File: config.mk
export PLATFORM = sky130hd
export DESIGN_NAME = mem_stage
export DESIGN_NICKNAME = d
export VERILOG_FILES = /design/src/rtl/cpu_types_pkg.sv /design/src/rtl/link_reg.sv /design/src/rtl/mem_stage.sv
export SDC_FILE = /design/constraint.sdc
export NUM_CORES = 1
export LEC_CHECK = 0
export CAP_MARGIN = 20
export CORE_MARGIN = 2
export CORE_UTILIZATION = 46
export CTS_BUF_LIST = sky130_fd_sc_hd__clkbuf_8
export CTS_CLUSTER_SIZE = 8
export DETAILED_ROUTE_END_ITERATION = 12
export PLACE_DENSITY_LB_ADDON = 0.25
export RECOVER_POWER = 100
export SYNTH_ARGS = -nofsm -noshare
export SYNTH_HDL_FRONTEND = slang
export SYNTH_SLANG_ARGS = --single-unit
File: constraint.sdc
create_clock -name CLK -period 2.8 [get_ports CLK]
set_input_delay 0.56 -clock CLK [delete_from_list [all_inputs] [get_ports CLK]]
set_output_delay 0.56 -clock CLK [all_outputs]
set_load 0.01 [all_outputs]
File: src/rtl/cpu_types_pkg.sv
// ---------------------------------------------------------------------------
// cpu_types_pkg
// Shared types and constants for the five-stage pipeline.
//   word_t        : one machine word (data / address bus)
//   memstate_t    : memory-stage handshake state
//   WORDADDR_LSB  : lowest address bit that selects a word (byte offset below)
// ---------------------------------------------------------------------------
package cpu_types_pkg;

  localparam int WORD_WIDTH   = 32;
  localparam int WORDADDR_LSB = 2;

  typedef logic [WORD_WIDTH-1:0] word_t;

  typedef enum logic [1:0] {
    IDLE = 2'd0,
    BUSY = 2'd1,
    DONE = 2'd2
  } memstate_t;

endpackage

File: src/rtl/link_reg.sv
// ---------------------------------------------------------------------------
// link_reg
// LL/SC link register. Holds the word address of the last load-linked and
// a valid bit. Any of an SC completion, a plain store to the linked word or
// a coherence snoop to the linked word breaks the link.
// Ports:
//   CLK, nRST          : clock, async active-low reset
//   set_en / set_word  : LL completed, link this word
//   clr_en             : SC completed, drop the link
//   wr_en / wr_word    : plain store completed to this word
//   snoop_en/snoop_word: coherence invalidation strobe and word
//   chk_word           : word an SC wants to commit to
//   link_valid         : link currently held
//   sc_ok              : SC to chk_word would succeed
// ---------------------------------------------------------------------------
module link_reg
  import cpu_types_pkg::*;
#(
  parameter int WORD_W = 32
) (
  input  logic                           CLK,
  input  logic                           nRST,
  input  logic                           set_en,
  input  logic [WORD_W-1:WORDADDR_LSB]   set_word,
  input  logic                           clr_en,
  input  logic                           wr_en,
  input  logic [WORD_W-1:WORDADDR_LSB]   wr_word,
  input  logic                           snoop_en,
  input  logic [WORD_W-1:WORDADDR_LSB]   snoop_word,
  input  logic [WORD_W-1:WORDADDR_LSB]   chk_word,
  output logic                           link_valid,
  output logic                           sc_ok
);

  logic [WORD_W-1:WORDADDR_LSB] link_word;
  logic                         snoop_hit_cur;
  logic                         snoop_hit_new;
  logic                         store_hit;

  // A snoop racing an LL completion is checked against the word being
  // linked, so the invalidate wins even when the old link was elsewhere.
  assign snoop_hit_cur = snoop_en && (snoop_word == link_word);
  assign snoop_hit_new = snoop_en && (snoop_word == set_word);
  assign store_hit     = wr_en && (wr_word == link_word);

  assign sc_ok = link_valid && (link_word == chk_word);

  always_ff @(posedge CLK or negedge nRST) begin
    if (!nRST) begin
      link_valid <= 1'b0;
      link_word  <= '0;
    end else if (set_en) begin
      link_valid <= !snoop_hit_new;
      link_word  <= set_word;
    end else if (clr_en || snoop_hit_cur || store_hit) begin
      link_valid <= 1'b0;
    end
  end

endmodule

File: src/rtl/mem_stage.sv
// ---------------------------------------------------------------------------
// mem_stage
// Memory-access stage between EX/MEM and MEM/WB. Converts the latched
// load/store/LL/SC controls into a dREN/dWEN request held until dhit,
// stalls upstream meanwhile, and produces the load (or SC) result.
// Ports:
//   CLK, nRST                       : clock, async active-low reset
//   in_valid, in_memRead,
//   in_memWrite, in_ll, in_sc       : EX/MEM controls
//   in_addr, in_store               : effective address, store data
//   dhit, dload                     : dcache completion and read data
//   ccinv, ccsnoopaddr              : coherence snoop invalidation
//   dREN, dWEN, daddr, dstore       : dcache request
//   out_readData                    : load data / SC result for MEM/WB
//   mem_done                        : MEM/WB enable
//   stall                           : freeze the upstream stages
// ---------------------------------------------------------------------------
module mem_stage
  import cpu_types_pkg::*;
#(
  parameter int WORD_W = 32
) (
  input  logic              CLK,
  input  logic              nRST,
  input  logic              in_valid,
  input  logic              in_memRead,
  input  logic              in_memWrite,
  input  logic              in_ll,
  input  logic              in_sc,
  input  logic [WORD_W-1:0] in_addr,
  input  logic [WORD_W-1:0] in_store,
  input  logic              dhit,
  input  logic [WORD_W-1:0] dload,
  input  logic              ccinv,
  input  logic [WORD_W-1:0] ccsnoopaddr,
  output logic              dREN,
  output logic              dWEN,
  output logic [WORD_W-1:0] daddr,
  output logic [WORD_W-1:0] dstore,
  output logic [WORD_W-1:0] out_readData,
  output logic              mem_done,
  output logic              stall
);

  memstate_t         state_q, state_n;
  logic              req_read_q, req_write_q, req_ll_q, req_sc_q;
  logic [WORD_W-1:0] read_q;
  logic              memop, sc_ok, sc_fail, busy_hit, link_valid;
  logic              unused_snoop_bits;

  // Snoops are resolved per word, so the byte offset is irrelevant.
  assign unused_snoop_bits = ^ccsnoopaddr[WORDADDR_LSB-1:0];

  assign memop    = in_valid && (in_memRead || in_memWrite);
  assign sc_fail  = memop && in_sc && !sc_ok;
  assign busy_hit = (state_q == BUSY) && dhit;

  // Requests come straight from registers, so an async reset forcing the
  // state to IDLE drops them immediately.
  assign dREN         = (state_q == BUSY) && req_read_q;
  assign dWEN         = (state_q == BUSY) && req_write_q;
  assign out_readData = read_q;

  // State register
  always_ff @(posedge CLK or negedge nRST) begin
    if (!nRST) state_q <= IDLE;
    else       state_q <= state_n;
  end

  // Next-state and handshake outputs; a failed SC skips the bus entirely
  always_comb begin
    state_n  = state_q;
    stall    = 1'b0;
    mem_done = 1'b0;
    case (state_q)
      IDLE: begin
        if (memop) begin
          stall   = 1'b1;
          state_n = sc_fail ? DONE : BUSY;
        end else begin
          mem_done = 1'b1;
        end
      end
      BUSY: begin
        stall = 1'b1;
        if (dhit) state_n = DONE;
      end
      DONE: begin
        mem_done = 1'b1;
        state_n  = IDLE;
      end
      default: state_n = IDLE;
    endcase
  end

  // Request capture in IDLE and result capture on dhit. Read takes
  // priority over write so the two requests can never both be raised.
  always_ff @(posedge CLK or negedge nRST) begin
    if (!nRST) begin
      req_read_q  <= 1'b0;
      req_write_q <= 1'b0;
      req_ll_q    <= 1'b0;
      req_sc_q    <= 1'b0;
      daddr       <= '0;
      dstore      <= '0;
      read_q      <= '0;
    end else begin
      case (state_q)
        IDLE: begin
          if (sc_fail) begin
            read_q <= '0;
          end else if (memop) begin
            req_read_q  <= in_memRead;
            req_write_q <= in_memWrite && !in_memRead;
            req_ll_q    <= in_ll && in_memRead;
            req_sc_q    <= in_sc && in_memWrite && !in_memRead;
            daddr       <= in_addr;
            dstore      <= in_store;
          end
        end
        BUSY: begin
          if (dhit) begin
            if (req_read_q)    read_q <= dload;
            else if (req_sc_q) read_q <= {{(WORD_W-1){1'b0}}, 1'b1};
          end
        end
        default: ;
      endcase
    end
  end

  link_reg #(.WORD_W(WORD_W)) u_link (
    .CLK        (CLK),
    .nRST       (nRST),
    .set_en     (busy_hit && req_ll_q),
    .set_word   (daddr[WORD_W-1:WORDADDR_LSB]),
    .clr_en     (busy_hit && req_sc_q),
    .wr_en      (busy_hit && req_write_q && !req_sc_q),
    .wr_word    (daddr[WORD_W-1:WORDADDR_LSB]),
    .snoop_en   (ccinv),
    .snoop_word (ccsnoopaddr[WORD_W-1:WORDADDR_LSB]),
    .chk_word   (in_addr[WORD_W-1:WORDADDR_LSB]),
    .link_valid (link_valid),
    .sc_ok      (sc_ok)
  );

endmodule
Word-level counts from Yosys, hierarchy flattened:

Index checks and enable logic that the tools add are counted.

* $add $sub $neg: 0
* shifts and indexed selects: 0
* reductions and logical operators: 31
* equal/unequal tests: 10
* bitwise operators: 1
* muxes and demuxes: 15
* $mul: 0
* magnitude comparators: 0
* divide/modulo/power cells: 0

Operators by type and width (count)
* 2-to-1 mux 32 bit: 4
* equality test 30 bit: 4
* case mux 32 bit (2 select lines): 1
* logical AND 1 bit: 18
* 2-to-1 mux 2 bit: 3
* != test 2 bit (second input constant): 3
* logical NOT 1 bit: 4
* 2-to-1 mux 1 bit: 4
* case mux 1 bit (2 select lines): 2
* case mux 2 bit (2 select lines): 1
* AND reduction 4 bit: 1
* nonzero test 2 bit: 2
* logical OR 1 bit: 3
* != test 3 bit (second input constant): 1
* AND reduction 3 bit: 1
* equality test 2 x 1 -> 1 bit (second input constant): 1
* equality test 2 bit (second input constant): 1
* logical NOT 2 bit: 1
* AND reduction 2 bit: 1
* inverter 1 bit: 1

* input bits: 137
* flip-flop bits (word level): 133
* output and inout bits: 100
* bits in read-only memories: 0
* bits in latches: 0
* RAM bits: 0
* word-level logic and storage cells: 67
* memories kept: 0

Longest topological paths before layout:

* depth in word-level cells: 8
* mapped depth: 8
* mapped depth without buffers: 6

Hierarchy:

From an unflattened synthesis, not the netlist that was laid out.

* cell total of the unflattened synthesis: 543
* area, all modules: 6677.7 µm²

By module, submodules not included
* mem_stage: times used 1, sequential area each 2552.4 µm², area an instance 4199.0 µm², cells an instance 308
* link_reg: times used 1, sequential area each 775.7 µm², area an instance 2478.6 µm², cells an instance 235

Least setup slack after synthesis:

Ideal clock, no wire load.

* path kind: input -> register
* from: in in_addr[20]
* to: reg daddr[15]
* buffers on the path: 2
* arrival time: 2063 ps
* setup time: 127 ps
* stages: 8
* path slack: 610 ps
* data required time: 2673 ps
* cells stage by stage: xnor2_1 > nand4_1 > nor4_2 > a211oi_4 > nor2_4 > buf_6 > buf_6 > mux2_1

* cells in the longest elaborated chain, start to end: 6

RTL lines
* start, declared: line mem_stage.sv:30 `input logic [WORD_W-1:0] in_addr,`
* equality test 30 bit: line link_reg.sv:46 `assign sc_ok = link_valid && (link_word == chk_word);`
* logical AND 1 bit: line link_reg.sv:46
* logical NOT 1 bit: line mem_stage.sv:55 `assign sc_fail = memop && in_sc && !sc_ok;`
* logical AND 1 bit: line mem_stage.sv:55
* inverter 1 bit (no source line)
* AND reduction 3 bit (no source line)
* end signal, assigned: line mem_stage.sv:117 `daddr <= in_addr;`
* end, declared: line mem_stage.sv:38 `output logic [WORD_W-1:0] daddr,`

No other way between the ends.
A chain may end at the register's enable or synchronous reset.

Final worst setup path:

* from: in in_memRead
* to: out mem_done

* cells in the longest elaborated chain, start to end: 4

RTL lines
* start, declared: line mem_stage.sv:26 `input logic in_memRead,`
* logical OR 1 bit: line mem_stage.sv:54 `assign memop = in_valid && (in_memRead || in_memWrite);`
* logical AND 1 bit: line mem_stage.sv:54
* 2-to-1 mux 1 bit: line mem_stage.sv:77 `if (memop) begin`
* case mux 1 bit (2 select lines): line mem_stage.sv:75 `case (state_q)`
* end, declared: line mem_stage.sv:41 `output logic mem_done,`

No other way between the ends.

==> results.toml <==
[status]
run_status = "finished, violations left"
failed_checks = "max-capacitance violations, max-slew violations"

[critical_path]
startpoint_type = "input port"
critPathCaptureType = "output pin"
cp_max_fo = 4
cp_data_arrival_time_ns = 2.11
path_class = "in2out"
critPathRequiredTime_ns = 2.24

[clock_network]
clockBufferDepth = 2
cts_root_buf = "clkbuf_8"
clock_sinks = 133
clk_pin_slew_ns = 0.07
clk_latency_ns = 0.44
htree_levels = 4
cts_buffers = 17
cts_tree = "yes"

[drt]
vias = 4751
drt-initial-drc-count = 245
drc_errors = 0
routedWlPerCell_microns = 19.2
routed_wl_microns = 17400
drt_first_pass_iters = 4
vias_per_cell = 5.24
ant_nets = 0

[timing]
fin_skew_ns = 0.0109
rsz0062_at_grt = "no"
hold_ws_ns = 0.489
fin_crit_sh_pct = 95.2
fin_crit_ns = 2.67
worstMarginPinSlew_ns = 1.74
fmax_mhz = 375
timing.final.hold_violations = 0
setup_viol = 0
worst_slack_ns = 0.133
slew_headroom_pct = -15.8
drv_slew = 69

[placed_design]
pre_cts_ws_ns = -0.172
dpl-instance-area_sq_mm = 0.00893
placed_cells = 876
hpwl_microns = 13400
gp_congestion = 0.857
io_buffer_count = 234

[floorplan]
dieArea_sq_mm = 0.0147
die_h_microns = 121
rows = 42
core_area_sq_mm = 0.0133
dieWidth_microns = 121
io_pins = 237
initial_core_util_pct = 47.3

[synthesis]
synth_cells = 469
synthMuxAreaShare_pct = 17.3
synth_cell_types = 32
synth-seq-area-share_pct = 52.7
synth-xor-area-share_pct = 16.7
yosysTopAreaCell = "dfrtp_1"
synth_area_leaders = "dfrtp_1 53%, xnor2_1 14%, mux2_2 12%"
synth_compound_area_share_pct = 5.89
synth_simple_gate_area_share_pct = 5.59
ys_ff_latch = 133
synth_top_area_share_pct = 52.7
syn_nets = 606
yosysWarnings = 0
synthAdderAreaFrac_pct = 0
synth_top_family_by_area = "multiplexers"
syn_area_per_cell_sq_um = 13.5
netlist_area_sq_mm = 0.00631

[min_path]
hold_path_class = "reg2reg"

[power]
p_per_area_mw_per_mm2 = 910
ir_drop_v = 0.000705
leakagePower_uw = 0.00382
finalPower_uw = 8400

[final_layout]
drive_gt1_share_pct = 15.1
nets = 856
finalNonFillerCells = 906
area_growth_pct = 46.2
stdcell_area_sq_mm = 0.00923

[global_route]
grt_overflow = 0
gr-usage-all-layers_pct = 24.6
antenna_found_initial = 0
grt_start_max_net_pins = 69
grt_pass1_wl_microns = 27200
grt_pass1_vias = 5013

[job]
drv_cap = 1
power breakdown:
group / switching (uW) / total (uW) / internal, uW
registers: 781 / 3440 / 2660
clock network: 674 / 1560 / 883
logic: 1390 / 3410 / 2020
metrics by stage:
step	TNS (ns)	util (%)
2_1_floorplan	0	-
3_3_place_gp	-4.62	66.9
3_5_place_dp	-8.15	66.9
4_1_cts	0	69.8
5_1_grt	0	69.1
6_report	0	69.2
worst paths after layout:
kind / from / end / slack (ns) / cells past startpoint
worst max register to register: u_link.link_word[15] / dstore[22] / 0.27 / 8
worst min-delay path: dstore[1] / dstore[1] / 0.49 / 1
worst min register to register: dstore[1] / dstore[1] / 0.49 / 1
worst max-delay path: in_memRead / mem_done / 0.13 / 5
max in group asynchronous: nRST / out_readData[16] / 0.64 / 2
min in group asynchronous: nRST / daddr[21] / 0.57 / 1
routing by layer:
layer	wire, microns	part of all wire, %	vias to the layer above	global-route usage, %
met5	0	0	-	0
met4	298	1.7	0	7.04
met3	1170	6.7	21	7.66
met2	8860	51	171	40.9
met1	7110	41	2376	30.9
li1	-	-	2183	-
cell families (layout without fill, tap and decap cells):
family	count (synthesis)	count (layout)
DFF	133	133
xor gates and xnor gates	120	120
muxes	97	97
and+or+nand+nor	56	56
AOI/OAI and AO/OA	44	44
buffers and inverters	19	279
other	0	1
cell usage in the layout (no fill, tap or decap), types with 4 or more instances in the layout:
master / netlist / final
dlygate4sd3_1: 0 / 98
nand4_1: 27 / 27
xor2_1: 19 / 19
inv_1: 2 / 5
xnor2_1: 101 / 101
clkdlybuf4s50_1: 0 / 135
clkbuf_2: 0 / 4
dfrtp_1: 133 / 133
mux2_1: 30 / 30
nor4_1: 9 / 10
mux2_2: 67 / 67
a22o_1: 31 / 31
buf_4: 0 / 5
clkbuf_8: 0 / 22
timing repair:
action / 4_1_cts / 5_1_grt
cloned: 0 / 0
pin swaps: 0 / 0
resized for setup: 1 / 1
setup buffers: 0 / 0
hold buffers: 0 / 0
endpoints found under the setup margin: 1 / 1
cell usage after synthesis, drive strengths merged:
cell / instances
clkbuf: 3
nand3: 2
and2: 4
o2111ai: 1
nor2: 4
nor2b: 2
mux2: 97
nor4: 11
or4: 1
inv: 2
nand4: 27
nand2: 3
a22o: 31
a32o: 2
dfrtp: 133
nand3b: 1
xor2: 19
nand2b: 1
a21oi: 2
buf: 14
o32ai: 1
o21ai: 5
xnor2: 101
a211oi: 1
o31ai: 1
flip-flops by register name, indices dropped and copies added, names as in the netlist:
name and flops:
req_ll_q 1, u_link.link_valid 1, req_read_q 1, req_sc_q 1, u_link.link_word 30, out_readData 32, dstore 32, req_write_q 1
state_q 2, daddr 32
layout make-up:
| cell class | instances | area, sq um |
|---|---|---|
| fill | 1021 | 4120 |
| sequential | 133 | 3330 |
| multi-input combinational | 317 | 2860 |
| timing repair buffer | 248 | 2430 |
| clock buffer | 22 | 303 |
| tap | 176 | 220 |
| clock inverter | 7 | 81.3 |
| inverter | 2 | 7.51 |
| antenna | 1 | 2.50 |
worst max-delay path: stages:
cell,delay (ns)
clkdlybuf4s50_1,0.51
o21ai_2,0.24
nor2_1,0.09
nor2_1,0.11
clkdlybuf4s50_1,0.60
Note: power is estimated with default switching activity, not from simulation.
==> RTL change 1, RTL diff (same flow settings) <==
`WORD_W` is set to 32 in 2 places; all go to 48.
--- a/src/rtl/link_reg.sv
+++ b/src/rtl/link_reg.sv
@@ -16,7 +16,7 @@
 module link_reg
   import cpu_types_pkg::*;
 #(
-  parameter int WORD_W = 32
+  parameter int WORD_W = 48
 ) (
   input  logic                           CLK,
   input  logic                           nRST,
--- a/src/rtl/mem_stage.sv
+++ b/src/rtl/mem_stage.sv
@@ -18,7 +18,7 @@
 module mem_stage
   import cpu_types_pkg::*;
 #(
-  parameter int WORD_W = 32
+  parameter int WORD_W = 48
 ) (
   input  logic              CLK,
   input  logic              nRST,
Ports: changed (7 resized); port bits go from 237 to 349. The function was not compared with the original's and may differ.
==> RTL change 1 against the unedited design <==
- first-iteration DRC count grew 65%
- via count grew 54%
- worst hold slack lost 8.3 ps
- largest power group unchanged
- fmax shrank 3.7%
- worst setup slack lost 100 ps
- wire length grew 66%
- synthesized area grew 50%
- sequential cell count grew 64
- power grew 29%
- critical path depth grew 4
- design area grew 48%
- sequential power grew 37%
- utilization shrank 1.6 points
- the run still ends with capacitance limit, slew limit left
==> RTL change 1: results (changes against the unedited design) <==
Max VDD drop=396 uV (was 705 uV); syn_nets=934 (was 606); Arrival @ worst endpoint=3130 ps (was 2110 ps); number of global-route vias before repair=7,585 (was 5,013); post-CTS sizing=0 (was 1); RePlAce Congestion=0.901 (was 0.857); initial antenna violation count=2 (was 0); RR Endpoint=dstore[15] (was dstore[22]); Nets=1,290 (was 856); Via-to-Cell Ratio=5.32 (was 5.24); xor/xnor share of the synthesized area=15.1% (was 16.7%); Total Routing Usage GR=26.8% (was 24.6%); Synth cell types=41 (was 32); outcome=finished, violations left (unchanged); wire length of the first global-routing pass=44.3 mm (was 27.2 mm); post-synthesis compound-gate area fraction=7.62% (was 5.89%); crit path max fanout=35 (was 4); failing checks=capacitance limit, slew limit (unchanged); critical setup path kind=primary input to flip-flop (was primary input to primary output); pin count of the biggest net entering global routing=65 (was 69); Seq/Total Area, Yosys=52.0% (was 52.7%); clk_lat worst skew=490 ps (was 440 ps); slowest stage cell, crit path=dlygate4sd3_1 (was clkdlybuf4s50_1); clk slew on worst S/H paths=100 ps (was 70 ps); crit path launch=in_addr[13] (was in_memRead); most instantiated cells after synthesis=197 x dfrtp_1, 108 x mux2_2, 82 x xnor2_1, 81 x xor2_1, 48 x a22o_1 (was 133 x dfrtp_1, 101 x xnor2_1, 67 x mux2_2, 31 x a22o_1, 30 x mux2_1); Final Max Tran Viols=64 (was 69); hpwl dp=22.5 mm (was 13.4 mm); Leak=0.00587 uW (was 0.00382 uW); top post-synthesis cells by area=dfrtp_1 52%, mux2_2 13%, xnor2_1 7.6%, xor2_1 7.5%, a22o_1 4.4% (was dfrtp_1 53%, xnor2_1 14%, mux2_2 12%, mux2_1 5.4%, a22o_1 4.3%); DR iter-0 viols=405 (was 245); Crit Reg-Reg Startpoint=u_link.link_word[13] (was u_link.link_word[15]); number of port buffers=346 (was 234); maxcap violations=1 (unchanged)
-- RTL change 1: cell count changes after synthesis, moves of 11 or more --
cell / unedited run / this run
dfrtp_1: 133 / 197
xor2_1: 19 / 81
mux2_2: 67 / 108
inv_1: 2 / 21
xnor2_1: 101 / 82
a22o_1: 31 / 48
mux2_1: 30 / 15
nand2_1: 3 / 17
nor4_1: 9 / 21
o22ai_1: 0 / 11
-- RTL change 1: final cells by class --
type	instances	area (um^2)
Clock inverter	14	164
Fill cell	1555	6560
Inverter	21	78.8
Sequential cell	197	4930
Clock buffer	18	248
Timing Repair Buffer	363	3650
Tap cell	270	338
Multi-Input combinational cell	489	4260
Antenna cell	2	5.00
-- RTL change 1: power by group --
part | internal, uW | switching [uW]
clock network | 845 | 1100
registers | 3710 | 1000
logic | 2390 | 1760
total | 6940 | 3870
-- RTL change 1: worst min-delay path by stage --
stage                       end  slack (ps)  cells past startpoint        from
6_report       out_readData[10]         480                      1        nRST
5_1_grt              dstore[12]         500                      1  dstore[12]
4_1_cts        out_readData[10]          50                      1        nRST
3_5_place_dp         dstore[11]         470                      1  dstore[11]
3_3_place_gp         dstore[31]         470                      1  dstore[31]
2_1_floorplan          daddr[0]         260                      0        nRST
-- RTL change 1: worst register-to-register path, stage by stage, from the launching register on --
cell	delay, ps
dfrtp_1	460
xnor2_1	300
nand4_1	140
nor4_1	370
buf_4	210
a31oi_4	120
nor2_8	200
buf_12	240
mux2_1	370
-- RTL change 1: logic make-up (layout without fill, tap and decap cells) --
| kind of cell | after synthesis | count (layout) |
|---|---|---|
| and+or+nand+nor | 102 | 102 |
| buffers and inverters | 47 | 416 |
| muxes | 134 | 134 |
| DFF | 197 | 197 |
| xor gates and xnor gates | 163 | 163 |
| other | 0 | 2 |
| AOI/OAI and AO/OA | 90 | 90 |
-- RTL change 1: routing by layer --
layer,vias to the layer above,wire [um],track usage [%]
li1,3348,-,-
met1,3654,12200,35.8
met2,277,14200,43.3
met3,37,1980,6.27
met4,0,567,9.13
met5,-,0,0
-- RTL change 1: metrics by stage --
stage / std cells / setup TNS, ps / hold slack (ps) / cell area (um^2) / setup WS (ps)
after floorplan: 733 / 0 / 264 / 9480 / 514
after global placement: 1340 / -25630 / 467 / 13300 / -253
after detailed placement: 1340 / -22660 / 474 / 13300 / -239
after CTS: 1372 / 0 / 52.0 / 13800 / 148
after global routing: 1374 / 0 / 503 / 13700 / 15.8
final: 1374 / 0 / 481 / 13700 / 29.7
==> RTL change 2, RTL diff (same flow settings) <==
Without the edit above. Make the reset (`nRST`) synchronous in 3 clocked blocks. Comments in the files are not updated.
--- a/src/rtl/link_reg.sv
+++ b/src/rtl/link_reg.sv
@@ -45,7 +45,7 @@
 
   assign sc_ok = link_valid && (link_word == chk_word);
 
-  always_ff @(posedge CLK or negedge nRST) begin
+  always_ff @(posedge CLK) begin
     if (!nRST) begin
       link_valid <= 1'b0;
       link_word  <= '0;
--- a/src/rtl/mem_stage.sv
+++ b/src/rtl/mem_stage.sv
@@ -62,7 +62,7 @@
   assign out_readData = read_q;
 
   // State register
-  always_ff @(posedge CLK or negedge nRST) begin
+  always_ff @(posedge CLK) begin
     if (!nRST) state_q <= IDLE;
     else       state_q <= state_n;
   end
@@ -95,7 +95,7 @@
 
   // Request capture in IDLE and result capture on dhit. Read takes
   // priority over write so the two requests can never both be raised.
-  always_ff @(posedge CLK or negedge nRST) begin
+  always_ff @(posedge CLK) begin
     if (!nRST) begin
       req_read_q  <= 1'b0;
       req_write_q <= 1'b0;
Check against the original RTL: differs if nRST is asserted again (counterexample within 4 cycles, from zero or initial values and one cycle with nRST low); with nRST held inactive, the same outputs for 4 cycles.
==> RTL change 2 against the unedited design <==
- wire length rose by 56%
- power fell by 43%
- worst setup slack improved by 34 ps
- synthesized area is 28% higher
- fmax grew 1.3%
- design area is 21% higher
- sequential cell count is the same
- clock power increased by 13%
- global-route usage is 4.4 points higher
- critical path type is now primary input to flip-flop
- largest power group unchanged
==> RTL change 2: results (changes against the unedited design) <==
hold slack=476 ps (was 489 ps); Max VDD drop=306 uV (was 705 uV); Crit Reg-Reg Startpoint=u_link.link_word[18] (was u_link.link_word[15]); share of cells above drive strength 1=7.71% (was 15.1%); Syn Inst Count=969 (was 469); top post-synthesis cells by area=dfxtp_1 33%, xnor2_1 11%, and4b_1 8.0%, o2111ai_1 7.4%, nand3_1 6.4% (was dfrtp_1 53%, xnor2_1 14%, mux2_2 12%, mux2_1 5.4%, a22o_1 4.3%); multiplexer share of the synthesized area=0% (was 17.3%); fraction of registers with async set/reset=0% (was 100%); met3 Usage GRT=9.22% (was 7.66%); Filler cells=1,489 (was 1,021); syn_nets=1,106 (was 606); number of global-route vias before repair=7,880 (was 5,013); DR iter-0 viols=667 (was 245); Clock Skews=14.0 ps (was 10.9 ps); outcome=completed (was finished, violations left); Synth cell types=36 (was 32); hold endpoint=out_readData[17] (was dstore[1]); slew of the pin with the lowest slew margin=696 ps (was 1740 ps); post-synthesis compound-gate area fraction=24.7% (was 5.89%); reg2reg setup slack=360 ps (was 270 ps); placed instance count=1,361 (was 876); Seq/Total Area, Yosys=32.9% (was 52.7%); vias=8,593 (was 4,751); routed wire length=27.3 mm (was 17.4 mm); clk_lat worst skew=460 ps (was 440 ps); FF-to-FF path depth=6 (was 8); Switch Pwr=1410 uW (was 2840 uW); Leak=0.00386 uW (was 0.00382 uW); share of the synthesized area in the top cell type=32.9% (was 52.7%); Nets=1,292 (was 856); most instantiated cells after synthesis=133 x dfxtp_1, 105 x xnor2_1, 103 x nand3_1, 102 x clkbuf_1, 97 x nand2_1 (was 133 x dfrtp_1, 101 x xnor2_1, 67 x mux2_2, 31 x a22o_1, 30 x mux2_1); wire length of the first global-routing pass=42.2 mm (was 27.2 mm); clk slew on worst S/H paths=90 ps (was 70 ps); pin count of the biggest net entering global routing=99 (was 69); Worst Hold Depth=2 (was 1); met1 usage in global routing=37.5% (was 30.9%); hpwl dp=18.3 mm (was 13.4 mm); crit path launch=in_addr[22] (was in_memRead); crit path max fanout=33 (was 4); Total Routing Usage GR=28.9% (was 24.6%); TritonRoute pass-1 iters=6 (was 4)
RTL change 2: cell types whose count changed in the layout (fill, tap and decap cells not counted), moves of 67 or more:
cell and delta:
dfrtp_1 -133, dfxtp_1 +133, nand3_1 +101, nand2_1 +93
a31oi_1 +68, mux2_2 -67, o2111ai_1 +67, o211ai_1 +67
RTL change 2: metal layers:
metal	wire [um]	up-vias
met4	627	2
met5	13	-
li1	-	4125
met2	12600	323
met1	11600	4101
met3	2390	42
RTL change 2: final cells by class:
class	instances	area share [%]
clock inverters	14	1.56
clock buffers	18	2.22
inverters	1	0.0336
flip-flops and latches	133	23.8
multi-input cells	718	44.5
well taps	225	2.52
repair buffers	284	25.4
RTL change 2: how the worst max path moves through the flow:
| stage | to | slack [ps] | cells past startpoint |
|---|---|---|---|
| after floorplan | daddr[24] | 630 | 8 |
| after global placement | daddr[29] | -230 | 7 |
| final | dstore[31] | 170 | 7 |
| after global routing | dstore[25] | 100 | 7 |
| after detailed placement | daddr[18] | -260 | 7 |
| after CTS | mem_done | 210 | 5 |
RTL change 2: kinds of logic after synthesis:
group / count (synthesis)
flops: 133
simple gates: 325
xor+xnor: 120
buf+inv: 118
compound gates: 273
RTL change 2: worst max-delay path, stage by stage:
cell	delay (ps)
clkdlybuf4s50_1	460
xnor2_1	250
nand4_1	210
or4_2	800
buf_4	300
o2111ai_1	250
o211ai_1	110
RTL change 2: power groups by stage:
stage	combinational (uW)	clock, uW	sequential [uW]
3_3_place_gp	942	0	2110
6_report	940	1760	2070
5_1_grt	1010	1870	2080
3_5_place_dp	953	0	2110
2_1_floorplan	411	0	2110
4_1_cts	959	1790	2070
RTL change 2: through the flow:
| stage | worst slack [ps] | util, % | instance area (um^2) | setup TNS (ps) |
|---|---|---|---|---|
| 2_1_floorplan | 635 | - | 8090 | 0 |
| 3_3_place_gp | -230 | 62.6 | 10800 | -13630 |
| 6_report | 167 | 64.9 | 11200 | 0 |
| 4_1_cts | 207 | 65.0 | 11200 | 0 |
| 3_5_place_dp | -263 | 62.6 | 10800 | -14870 |
| 5_1_grt | 102 | 64.9 | 11200 | 0 |
